[config.mk]
export PLATFORM = sky130hd
export DESIGN_NAME = cacheline_adaptor
export DESIGN_NICKNAME = d
export VERILOG_FILES = /design/src/rtl/cacheline_adaptor_pkg.sv /design/src/rtl/cacheline_adaptor.sv
export SDC_FILE = /design/constraint.sdc
export NUM_CORES = 1
export LEC_CHECK = 0
export CAP_MARGIN = 25
export CORE_AREA = 2 2 281 283
export DETAILED_ROUTE_END_ITERATION = 8
export DIE_AREA = 0 0 283 285
export SYNTH_ARGS = -nofsm -noshare
export SYNTH_HDL_FRONTEND = slang
export SYNTH_SLANG_ARGS = --single-unit
[constraint.sdc]
create_clock -name clk -period 4.5 [get_ports clk]
set_input_delay 0.675 -clock clk [delete_from_list [all_inputs] [get_ports clk]]
set_output_delay 0.675 -clock clk [all_outputs]
set_load 0.02 [all_outputs]
[src/rtl/cacheline_adaptor_pkg.sv]
// ----------------------------------------------------------------------------
// cacheline_adaptor_pkg
//   Shared constants and the state type for the cache-line to burst adaptor.
//   LINE_W / BURST_W fix the beat count; BEATS is derived and not meant to be
//   overridden. OFFSET_W is the number of byte-offset bits dropped from the
//   line address before it goes to memory.
// ----------------------------------------------------------------------------
package cacheline_adaptor_pkg;

    localparam int LINE_W   = 256;
    localparam int BURST_W  = 64;
    localparam int ADDR_W   = 32;
    localparam int BEATS    = LINE_W / BURST_W;
    localparam int OFFSET_W = 5;
    localparam int CNT_W    = $clog2(BEATS);

    typedef enum logic [1:0] {
        IDLE  = 2'd0,
        READ  = 2'd1,
        WRITE = 2'd2,
        RESP  = 2'd3
    } adaptor_state_t;

endpackage

[src/rtl/cacheline_adaptor.sv]
// ----------------------------------------------------------------------------
// cacheline_adaptor
//   Bridges the L1 cache's 256-bit line port and a 64-bit burst memory. Each
//   line read or write becomes a 4-beat burst; the cache gets a one-cycle
//   resp_o once the whole line has moved. Only one request is in flight.
//
//   state | meaning
//   ------+--------------------------------------------------------------
//   IDLE  | waiting for read_i / write_i (read wins); latches the request
//   READ  | collecting beats from burst_i on each resp_i
//   WRITE | presenting buffer beats on burst_o, advancing on resp_i
//   RESP  | one-cycle resp_o to the cache, count cleared
//
// Ports
//   clk, rst              clock, synchronous active-high reset
//   line_i / line_o       write line from cache / last read line to cache
//   address_i             line address from cache (offset bits ignored)
//   read_i, write_i       cache line requests
//   resp_o                line transfer complete (single-cycle pulse)
//   burst_i / burst_o     read beat from memory / write beat to memory
//   address_o             line-aligned burst address
//   read_o, write_o       burst requests to memory
//   resp_i                memory beat valid / accepted
// ----------------------------------------------------------------------------
module cacheline_adaptor
    import cacheline_adaptor_pkg::*;
(
    input  logic                clk,
    input  logic                rst,

    input  logic [LINE_W-1:0]   line_i,
    output logic [LINE_W-1:0]   line_o,
    input  logic [ADDR_W-1:0]   address_i,
    input  logic                read_i,
    input  logic                write_i,
    output logic                resp_o,

    input  logic [BURST_W-1:0]  burst_i,
    output logic [BURST_W-1:0]  burst_o,
    output logic [ADDR_W-1:0]   address_o,
    output logic                read_o,
    output logic                write_o,
    input  logic                resp_i
);

    adaptor_state_t     r_state;
    logic [CNT_W-1:0]   r_count;
    logic [BURST_W-1:0] r_buf [BEATS];
    logic [LINE_W-1:0]  r_line;
    logic [ADDR_W-1:0]  r_addr;
    logic               r_read;
    logic               r_write;
    logic               r_resp;

    logic               w_last_beat;

    assign w_last_beat = resp_i && (r_count == CNT_W'(BEATS - 1));

    always_ff @(posedge clk) begin
        if (rst) begin
            r_state <= IDLE;
            r_count <= '0;
            r_line  <= '0;
            r_addr  <= '0;
            r_read  <= 1'b0;
            r_write <= 1'b0;
            r_resp  <= 1'b0;
            for (int k = 0; k < BEATS; k++) begin
                r_buf[k] <= '0;
            end
        end else begin
            r_resp <= 1'b0;
            case (r_state)
                IDLE: begin
                    r_count <= '0;
                    if (read_i) begin
                        r_addr  <= address_i;
                        r_read  <= 1'b1;
                        r_state <= READ;
                    end else if (write_i) begin
                        r_addr  <= address_i;
                        r_write <= 1'b1;
                        r_state <= WRITE;
                        for (int k = 0; k < BEATS; k++) begin
                            r_buf[k] <= line_i[k*BURST_W +: BURST_W];
                        end
                    end
                end

                READ: begin
                    if (resp_i) begin
                        r_buf[r_count] <= burst_i;
                        r_count        <= r_count + 1'b1;
                        // read_o only needs to be seen until memory starts answering
                        r_read         <= 1'b0;
                        if (w_last_beat) begin
                            // line_o is a separate copy so that a later write,
                            // which reuses r_buf, does not disturb the read line
                            for (int k = 0; k < BEATS; k++) begin
                                r_line[k*BURST_W +: BURST_W] <=
                                    (k == BEATS - 1) ? burst_i : r_buf[k];
                            end
                            r_resp  <= 1'b1;
                            r_state <= RESP;
                        end
                    end
                end

                WRITE: begin
                    if (resp_i) begin
                        r_count <= r_count + 1'b1;
                        if (w_last_beat) begin
                            r_write <= 1'b0;
                            r_resp  <= 1'b1;
                            r_state <= RESP;
                        end
                    end
                end

                RESP: begin
                    r_count <= '0;
                    r_state <= IDLE;
                end

                default: begin
                    r_state <= IDLE;
                end
            endcase
        end
    end

    assign line_o    = r_line;
    assign resp_o    = r_resp;
    assign read_o    = r_read;
    assign write_o   = r_write;
    assign burst_o   = r_buf[r_count];
    assign address_o = {r_addr[ADDR_W-1:OFFSET_W], {OFFSET_W{1'b0}}};

endmodule

==> run_results.csv, run 1 <==
group,metric,value,unit
sta,hold_viol,0,
sta,fin_crit_sh,79.8,%
global_routing,grt_pass1_wl,131000,um
cts,cts-buffers-inserted,61,
placed_design,place.gp.congestion,0.917,
detailed_routing,totalWireLength,91300,um
floorplanning,num_rows,103,
cts,clk_path_buf_depth,3,
outcome,status,"complete, no violations",
cts,cts_root_buffer,"clkbuf_16",
logic_synthesis,post_synthesis_cell_area,22500,um^2
cells_and_area,utilization,41.8,%
sta,setup-violations-final,0,
logic_synthesis,synth.distinct_cells,38,
logic_synthesis,asyncSetResetFlopFracSynth,0,%
cells_and_area,n_fill_cell,7353,
setup_path,setup.worst_path.class,"register to primary output",
setup_path,crit_path_end_kind,"primary output",
placed_design,port_buffers,701,
setup_path,ff2ff_setup_slack,1.94,ns
detailed_routing,vias_per_cell,5.05,
worst_hold_path,hold_path.class,"input pin to register",
cells_and_area,synthToLayoutAreaGrowth,44.7,%
cts,hold_buffers,0,
cells_and_area,final_layout_size_suffix_gt1_share,13.7,%
sta,drv_slew,0,
cts,clock_latency,0.63,ns
floorplanning,die_width,283,um
logic_synthesis,syn_inst,1947,
setup_path,critical_path_arrival,2.91,ns
logic_synthesis,synth_top_flop_cell,"dfxtp_1",
setup_path,startpoint_type,"register",
placed_design,place.detailed.hpwl,64400,um
global_routing,grt_antenna_before_repair,13,
setup_path,timing.critical_path.required,3.83,ns
sta,summed_negative_setup_slack_over_all_endpoints,0,ns
detailed_routing,detail_route.drc_violations,0,
sta,period_needed,3.59,ns
cts,tritoncts,"built",
power_and_ir_drop,vdd_drop_max,441,uV
cts,clkSlewWorstSetupHoldPaths,0.07,ns
cts,ctsResizeCount,0,
logic_synthesis,synth.yosys.warnings,0,
cells_and_area,multi_input_comb_area,7940,um^2
sta,worst_clock_skew,0.0366,ns
global_routing,grt_total_ovfl,0,
power_and_ir_drop,pwr_density_cell,435,nW/um^2
logic_synthesis,post_syn_area_per_cell,11.6,um^2
detailed_routing,drt-pass1-iter-count,6,
cts,ctsHtreeMaxLevel,2,
floorplanning,die_area,80700,um^2
cts,cts.sinks,548,
cells_and_area,finalNetCount,2959,
setup_path,crit_path_max_fanout,33,
global_routing,grt_start_max_net_pins,177,
floorplanning,start_util,28.9,%
floorplanning,dieHeight,285,um
sta,tightest_slew,0.956,ns
detailed_routing,num_vias,18700,
sta,setup_repair_after_global_routing_missed_its_margin,"false",
logic_synthesis,synth_seq_area_share,60.1,%
global_routing,track_usage,21.7,%
cells_and_area,ff_latch_area,13500,um^2
sta,max-slew-margin-rel,36.3,%
floorplanning,design.portCount,712,
floorplanning,fp.coreArea,78000,um^2
sta,max_clock_freq,279,MHz
global_routing,grt_pass1_vias,19000,
detailed_routing,routed_antenna_nets,0,
detailed_routing,drt_iter0_drc,1558,
detailed_routing,wire_per_inst,24.6,um
logic_synthesis,synth.ff_latch_count,548,
cts,number_of_buffers_added_for_setup_after_cts,0,
job,timing.max_cap.violations,0,
logic_synthesis,synth_enable_flop_cells,256,
power_and_ir_drop,power.static_leakage,0.0111,uW
final timing paths:
kind | startpoint | end | depth (start not counted)
max | register | burst_o[26] | 3
min | rst | line_o[31]$_SDFFE_PP0P_ | 2
max reg2reg | r_count[0]$_SDFFE_PP0P_ | r_buf[3][1]$_DFFE_PP_ | 4
min reg2reg | line_o[60]$_SDFFE_PP0P_ | line_o[60]$_SDFFE_PP0P_ | 2
sequential cells by signal (all words and copies together) (netlist names), named ones only:
name     count
write_o      1
read_o       1
r_addr      27
r_count      2
r_buf      256
r_state      2
resp_o       1
line_o     256
worst max-delay path: stages, from the launching register on:
cell and delay, ns:
dfxtp_4 0.70, buf_12 0.32, mux4_2 0.59, clkdlybuf4s50_1 0.63
cell type report:
| class | count | share of cell area, % |
|---|---|---|
| diodes | 13 | 0.0998 |
| clock buffers | 74 | 5.15 |
| clock inverters | 42 | 1.52 |
| inverters | 6 | 0.0691 |
| multi-input cells | 1228 | 24.4 |
| flip-flops and latches | 548 | 41.5 |
| well taps | 1050 | 4.03 |
| repair buffers | 748 | 23.2 |
where the power goes:
part / switching (uW) / total (uW) / leakage [uW] / internal [uW]
Clock: 2170 / 5400 / 0.00107 / 3240
Combinational: 1500 / 2770 / 0.00500 / 1270
Sequential: 259 / 5990 / 0.00506 / 5730
layout by cell type (no fill, tap or decap), types with 6 or more instances in the layout:
| cell type | count |
|---|---|
| a21oi_1 | 284 |
| a22o_1 | 129 |
| a22o_2 | 127 |
| buf_12 | 14 |
| buf_4 | 31 |
| bufinv_16 | 10 |
| clkbuf_1 | 6 |
| clkbuf_16 | 64 |
| clkdlybuf4s50_1 | 700 |
| clkinv_2 | 16 |
| dfxtp_1 | 290 |
| diode_2 | 13 |
| edfxtp_1 | 256 |
| ha_1 | 9 |
| inv_1 | 6 |
| mux4_2 | 64 |
| nand2_1 | 570 |
metrics by stage:
| stage | cell area [um^2] | worst slack [ns] | hold slack, ns | total power, uW | cells |
|---|---|---|---|---|---|
| 2_1_floorplan | 22500 | 0.999 | 0.491 | 7430 | 1951 |
| 3_3_place_gp | 30400 | 1.21 | 0.442 | 8750 | 3578 |
| 3_5_place_dp | 30400 | 1.14 | 0.446 | 8860 | 3580 |
| 4_1_cts | 32600 | 0.816 | 0.388 | 14300 | 3696 |
| 5_1_grt | 32600 | 0.767 | 0.415 | 14600 | 3708 |
| 6_report | 32600 | 0.911 | 0.433 | 14200 | 3709 |
Yosys cell counts (9+ instances only):
| master | number | area (um^2) |
|---|---|---|
| nand2_1 | 570 | 2140 |
| dfxtp_1 | 292 | 5850 |
| a21oi_1 | 284 | 1420 |
| edfxtp_1 | 256 | 7690 |
| a22o_1 | 129 | 1130 |
| a22o_2 | 127 | 1270 |
| buf_2 | 71 | 355 |
| mux4_2 | 64 | 1440 |
| buf_4 | 37 | 278 |
| clkbuf_1 | 35 | 131 |
| buf_8 | 18 | 270 |
| ha_1 | 9 | 113 |
cell families after synthesis:
| family | Yosys count | synth area share [%] |
|---|---|---|
| and+or+nand+nor | 593 | 10.5 |
| AOI/OAI and AO/OA | 553 | 17.4 |
| DFF | 548 | 60.1 |
| buffers and inverters | 175 | 4.99 |
| muxes | 67 | 6.54 |
| adders and majority gates | 9 | 0.500 |
| other | 1 | 0.0166 |
| xor gates and xnor gates | 1 | 0.0389 |
routing by layer:
metal  track usage (%)  share of wire, %  routed length [um]  vias up
li1                  -                 -                   -     8358
met1              26.5                39               35300     9286
met2              37.1                50               45300      888
met3              4.41               7.7                7040      188
met4              9.38               4.0                3650        0
met5                 0                 0                   0        -
Note: power is estimated with default switching activity, not from simulation.
==> inputs of run 2 (changes only) <==
- CORE_AREA: 2 2 281 283 -> 2 2 280 282
- DIE_AREA: 0 0 283 285 -> 0 0 282 284
- clock period: 4.5 -> 3 ns (I/O delays scaled with it)
==> run 2 against run 1 <==
Against the previous run:
- utilization rose by 0.54 points
- sequential share of layout area about the same
- final cell count down 0.27%
- total power increased by 45%
- largest cell class unchanged
- non-clock buffer count is 4 higher
==> run_results.csv, run 2 (synthesis results as in run 1) <==
group,metric,value,unit
cells_and_area,ff_latch_area,13500,um^2
sta,max-slew-margin-rel,46.0,%
sta,fin_crit_sh,97.4,%
power_and_ir_drop,total_power,20500,uW
detailed_routing,routed_antenna_nets,0,
power_and_ir_drop,power.share.clock,36.0,%
detailed_routing,drt-pass1-iter-count,6,
cts,clkSlewWorstSetupHoldPaths,0.06,ns
cells_and_area,synthToLayoutAreaGrowth,44.7,%
floorplanning,start_util,29.3,%
cells_and_area,commonest_non_fill_non_tap_cell_in_the_layout,"clkdlybuf4s50_1",
setup_path,critical_path_arrival,2.47,ns
placed_design,port_buffers,701,
floorplanning,die_area,80100,um^2
global_routing,global_route.peak_usage_layer,"met2",
floorplanning,num_rows,102,
global_routing,grt_total_ovfl,0,
power_and_ir_drop,swShare,27.9,%
cts,clock_latency,0.61,ns
cells_and_area,multi_input_comb_area,7940,um^2
global_routing,grt_antenna_before_repair,15,
detailed_routing,vias_per_cell,5.08,
cts,cts-buffers-inserted,61,
setup_path,critical_path.top_delay_family,"buffers and inverters",
global_routing,grt_pass1_wl,130000,um
power_and_ir_drop,power.static_leakage,0.0112,uW
detailed_routing,wire_per_inst,24.8,um
global_routing,global_route.usage.met2,37.4,%
cts,clk_path_buf_depth,3,
global_routing,track_usage,22.0,%
worst_hold_path,hold_path.class,"input pin to register",
sta,setup-violations-final,0,
cells_and_area,final_layout_size_suffix_gt1_share,13.1,%
setup_path,path_cells,"buf_16 -> mux4_2 -> clkdlybuf4s50_1",
setup_path,startpoint_type,"register",
detailed_routing,num_vias,18800,
cts,cts_root_buffer,"clkbuf_16",
detailed_routing,drt_iter0_drc,1729,
sta,hold_viol,0,
sta,drv_slew,0,
cells_and_area,finalNetCount,2963,
outcome,status,"complete, no violations",
setup_path,crit_path_end_kind,"primary output",
floorplanning,fp.coreArea,77000,um^2
placed_design,place.gp.congestion,0.876,
sta,period_needed,2.92,ns
cells_and_area,mostFrequentLayoutCells,"clkdlybuf4s50_1 (687), nand2_1 (570), dfxtp_1 (290), a21oi_1 (284), edfxtp_1 (256)",
detailed_routing,totalWireLength,91600,um
cts,cts.sinks,548,
floorplanning,die_width,282,um
job,timing.max_cap.violations,0,
power_and_ir_drop,power.sequential.fraction,43.6,%
power_and_ir_drop,intPower,14800,uW
cells_and_area,utilization,42.4,%
setup_path,setup.worst_path.class,"register to primary output",
cts,tritoncts,"built",
setup_path,max_stage_delay,0.57,ns
detailed_routing,detail_route.drc_violations,0,
cells_and_area,n_fill_cell,7287,
setup_path,timing.critical_path.required,2.55,ns
setup_path,timing.critical_path.buf_inv,2,
global_routing,grt_pass1_vias,18800,
sta,tightest_slew,0.810,ns
floorplanning,design.portCount,712,
sta,max_clock_freq,342,MHz
global_routing,gr-usage-met1,27.0,%
power_and_ir_drop,share_comb_of_total_power,20.4,%
power_and_ir_drop,vdd_drop_max,418,uV
placed_design,place.detailed.hpwl,62300,um
cts,ctsHtreeMaxLevel,2,
floorplanning,dieHeight,284,um
power_and_ir_drop,power.net_switching,5710,uW
setup_path,crit_path_max_fanout,37,
global_routing,grtUsageMet3,5.13,%
setup_path,critical-path-slowest-cell,"mux4_2",
global_routing,grt_start_max_net_pins,144,
power_and_ir_drop,pwr_density_cell,628,nW/um^2
sta,worst_clock_skew,0.0137,ns
run 2: cell count changes in the layout (fill, tap and decap cells not counted), moves of 2 or more:
| cell | change |
|---|---|
| clkinv_1 | +3 |
| clkinv_2 | -7 |
| clkdlybuf4s50_1 | -13 |
| inv_6 | -5 |
| clkbuf_16 | -3 |
| dlygate4sd2_1 | +2 |
| dlymetal6s2s_1 | +11 |
| clkbuf_8 | +4 |
| clkinvlp_4 | -4 |
| clkbuf_1 | +14 |
| buf_12 | +14 |
| bufinv_16 | -6 |
| buf_4 | -10 |
run 2: worst paths after layout:
path                            depth (start not counted)                       to                     from  slack (ns)
worst max-delay path                                    3              burst_o[23]                 register        0.08
worst min-delay path                                    2      read_o$_SDFFE_PP0P_                      rst        0.09
worst max register to register                          6   r_buf[3][26]$_DFFE_PP_  r_state[0]$_SDFFE_PP0P_        0.72
worst min register to register                          2  r_addr[12]$_SDFFE_PP0P_  r_addr[12]$_SDFFE_PP0P_        0.45
run 2: final cells by class:
type | instances | area share [%]
inverter | 6 | 0.0691
multi-input combinational | 1228 | 24.4
tap | 1040 | 3.99
sequential | 548 | 41.5
clock inverter | 24 | 0.695
timing repair buffer | 752 | 24.0
antenna | 12 | 0.0921
clock buffer | 89 | 5.25
run 2: worst reg2reg max path, stage by stage, from the launching register on:
cell and delay (ns):
dfxtp_1 0.33, inv_1 0.12, ha_1 0.38, nand2_1 0.13, o21a_1 0.32, nand2b_4 0.13
buf_12 0.40
run 2: timing repair:
item | in CTS | in global routing
hold buffers | 0 | 0
gates resized for setup | 2 | 13
setup buffers | 2 | 0
endpoints found under the setup margin | 9 | 11
run 2: metal layers:
layer	vias to the layer above	wire [um]
met5	-	26
met4	4	2930
met3	163	7820
met2	981	45300
met1	9265	35500
li1	8363	-
run 2: stage by stage:
stage | worst slack, ns | area (um^2) | setup TNS, ns | hold WS, ns | std cells
finish | 0.0781 | 32600 | 0 | 0.0871 | 3699
global route | -0.00494 | 32600 | -0.00882 | 0.0528 | 3699
CTS | 0.0117 | 32500 | 0 | 0.0400 | 3687
detailed placement | 0.477 | 30600 | 0 | 0.446 | 3572
global placement | 0.489 | 30600 | 0 | 0.443 | 3572
floorplan | 0.452 | 22600 | 0 | 0.491 | 1951
run 2: power groups by stage:
stage | sequential (uW) | combinational [uW] | clock [uW]
2_1_floorplan | 9050 | 2080 | 0
3_3_place_gp | 9040 | 4120 | 0
3_5_place_dp | 9070 | 4180 | 0
4_1_cts | 8910 | 4190 | 7510
5_1_grt | 8980 | 4390 | 7840
6_report | 8930 | 4170 | 7380
==> inputs of run 3 (changes only) <==
- CTS_CLUSTER_SIZE: not set -> 10
==> run 3 against run 2 <==
Against the previous run:
- fmax decreased by 0.69%
- die area stayed put
- clock power rose by 11%
- critical path depth unchanged
==> run_results.csv, run 3 (synthesis results as in run 1) <==
group,metric,value,unit
outcome,status,"complete, no violations",
setup_path,worstReg2RegEnd,"r_buf[3][29]$_DFFE_PP_",
cts,cts_root_buffer,"clkbuf_16",
job,timing.max_cap.violations,0,
setup_path,critical_path_arrival,2.49,ns
detailed_routing,num_vias,18800,
cells_and_area,n_fill_cell,7256,
sta,postLayoutSetupSlackWorst,0.0578,ns
global_routing,grt_pass1_wl,130000,um
setup_path,setup.worst_path.class,"register to primary output",
cells_and_area,final_layout_size_suffix_gt1_share,13.0,%
detailed_routing,routed_antenna_nets,0,
detailed_routing,drt_iter0_drc,1667,
cts,clock_latency,0.62,ns
cts,cts-buffers-inserted,69,
detailed_routing,vias_per_cell,5.07,
sta,setup-violations-final,0,
placed_design,place.detailed.hpwl,62300,um
detailed_routing,totalWireLength,91900,um
sta,drv_slew,0,
floorplanning,die_width,282,um
power_and_ir_drop,total_power,21300,uW
global_routing,grt_total_ovfl,0,
power_and_ir_drop,pwr_density_cell,648,nW/um^2
cells_and_area,mostFrequentLayoutCells,"clkdlybuf4s50_1 (697), nand2_1 (570), dfxtp_1 (290), a21oi_1 (284), edfxtp_1 (256)",
cts,tritoncts,"built",
floorplanning,start_util,29.3,%
worst_hold_path,hold_path.class,"input pin to register",
setup_path,crit-reg2reg-launch,"r_state[0]$_SDFFE_PP0P_",
floorplanning,num_rows,102,
sta,tightest_slew,0.806,ns
cts,clk_path_buf_depth,3,
detailed_routing,drt-pass1-iter-count,6,
placed_design,place.gp.congestion,0.876,
sta,hold_viol,0,
placed_design,port_buffers,701,
setup_path,crit_path_max_fanout,27,
floorplanning,dieHeight,284,um
setup_path,ff2ff_setup_slack,0.70,ns
global_routing,grt_start_max_net_pins,144,
setup_path,startpoint_type,"register",
cells_and_area,commonest_non_fill_non_tap_cell_in_the_layout,"clkdlybuf4s50_1",
floorplanning,die_area,80100,um^2
sta,worst_clock_skew,0.0282,ns
global_routing,grt_pass1_vias,19000,
power_and_ir_drop,vdd_drop_max,389,uV
cts,clkSlewWorstSetupHoldPaths,0.05,ns
power_and_ir_drop,power.static_leakage,0.0112,uW
setup_path,cp-endpoint,"burst_o[47]",
cts,cts.sinks,548,
floorplanning,design.portCount,712,
detailed_routing,wire_per_inst,24.8,um
sta,period_needed,2.94,ns
cells_and_area,finalNetCount,2971,
setup_path,crit_path_end_kind,"primary output",
placed_design,place_worst_setup_slack,0.477,ns
detailed_routing,detail_route.drc_violations,0,
floorplanning,fp.coreArea,77000,um^2
sta,max-slew-margin-rel,46.3,%
global_routing,track_usage,22.1,%
global_routing,grt_antenna_before_repair,16,
cts,hold_buffers,0,
cts,ctsHtreeMaxLevel,3,
cells_and_area,synthToLayoutAreaGrowth,45.7,%
sta,max_clock_freq,340,MHz
sta,fin_crit_sh,98.1,%
setup_path,worst_r2r_path_depth,6,
setup_path,timing.critical_path.required,2.55,ns
sta,setup_repair_after_global_routing_missed_its_margin,"true",
-- run 3: cell count changes in the layout (fill, tap and decap cells not counted), sizes merged --
cell,previous run,this run
clkbuf,89,116
dlymetal6s2s,11,1
clkinvlp,0,1
diode,12,13
inv,6,10
bufinv,4,2
clkdlybuf4s50,687,697
clkinv,20,3
-- run 3: where the power goes --
group | internal (uW) | leakage (uW) | switching (uW)
combinational | 1890 | 0.00510 | 2280
sequential | 8610 | 0.00506 | 323
clock | 4840 | 0.00106 | 3330
-- run 3: per-stage QoR --
step	hold slack (ns)	cell area, um^2	cells	setup TNS [ns]	util, %
after floorplan	0.491	22600	1951	0	-
after global placement	0.443	30600	3572	0	39.7
after detailed placement	0.446	30600	3572	0	39.7
after CTS	0.0503	32800	3700	0	42.6
after global routing	0.0753	32800	3713	-0.00319	42.7
final	0.0964	32800	3713	0	42.7
-- run 3: worst max-delay path: stages, from the launching register on --
cell	delay, ns
dfxtp_4	0.38
buf_12	0.29
mux4_2	0.63
clkdlybuf4s50_1	0.58
-- run 3: final cells by class --
type / count / area (um^2) / share of cell area (%)
sequential: 548 / 13500 / 41.2
multi-input combinational: 1228 / 7940 / 24.2
timing repair buffer: 752 / 7790 / 23.7
clock buffer: 116 / 2040 / 6.21
tap: 1040 / 1300 / 3.96
clock inverter: 10 / 171 / 0.522
antenna: 13 / 32.5 / 0.0991
inverter: 6 / 22.5 / 0.0686
-- run 3: routing by layer --
metal  global-route usage [%]  share of wire, %  up-vias
li1                         -                 -     8375
met1                     27.0                39     9244
met5                        0             0.028        -
met3                     4.76               8.4      176
met4                     8.99               3.4        4
met2                     37.5                50     1016
-- run 3: timing repair --
action,in CTS,in global routing
endpoints found under the setup margin,7,2
gates resized for setup,2,2
pin swaps,0,0
buffers inserted,2,0
-- run 3: worst min path at each step --
| stage | to | startpoint | cells after the start |
|---|---|---|---|
| final | read_o$_SDFFE_PP0P_ | rst | 2 |
| after global routing | read_o$_SDFFE_PP0P_ | rst | 2 |
| after CTS | read_o$_SDFFE_PP0P_ | rst | 2 |
| after detailed placement | line_o[225]$_SDFFE_PP0P_ | line_o[225]$_SDFFE_PP0P_ | 2 |
| after global placement | line_o[206]$_SDFFE_PP0P_ | line_o[206]$_SDFFE_PP0P_ | 2 |
| after floorplan | line_o[151]$_SDFFE_PP0P_ | r_buf[2][23]$_DFFE_PP_ | 2 |
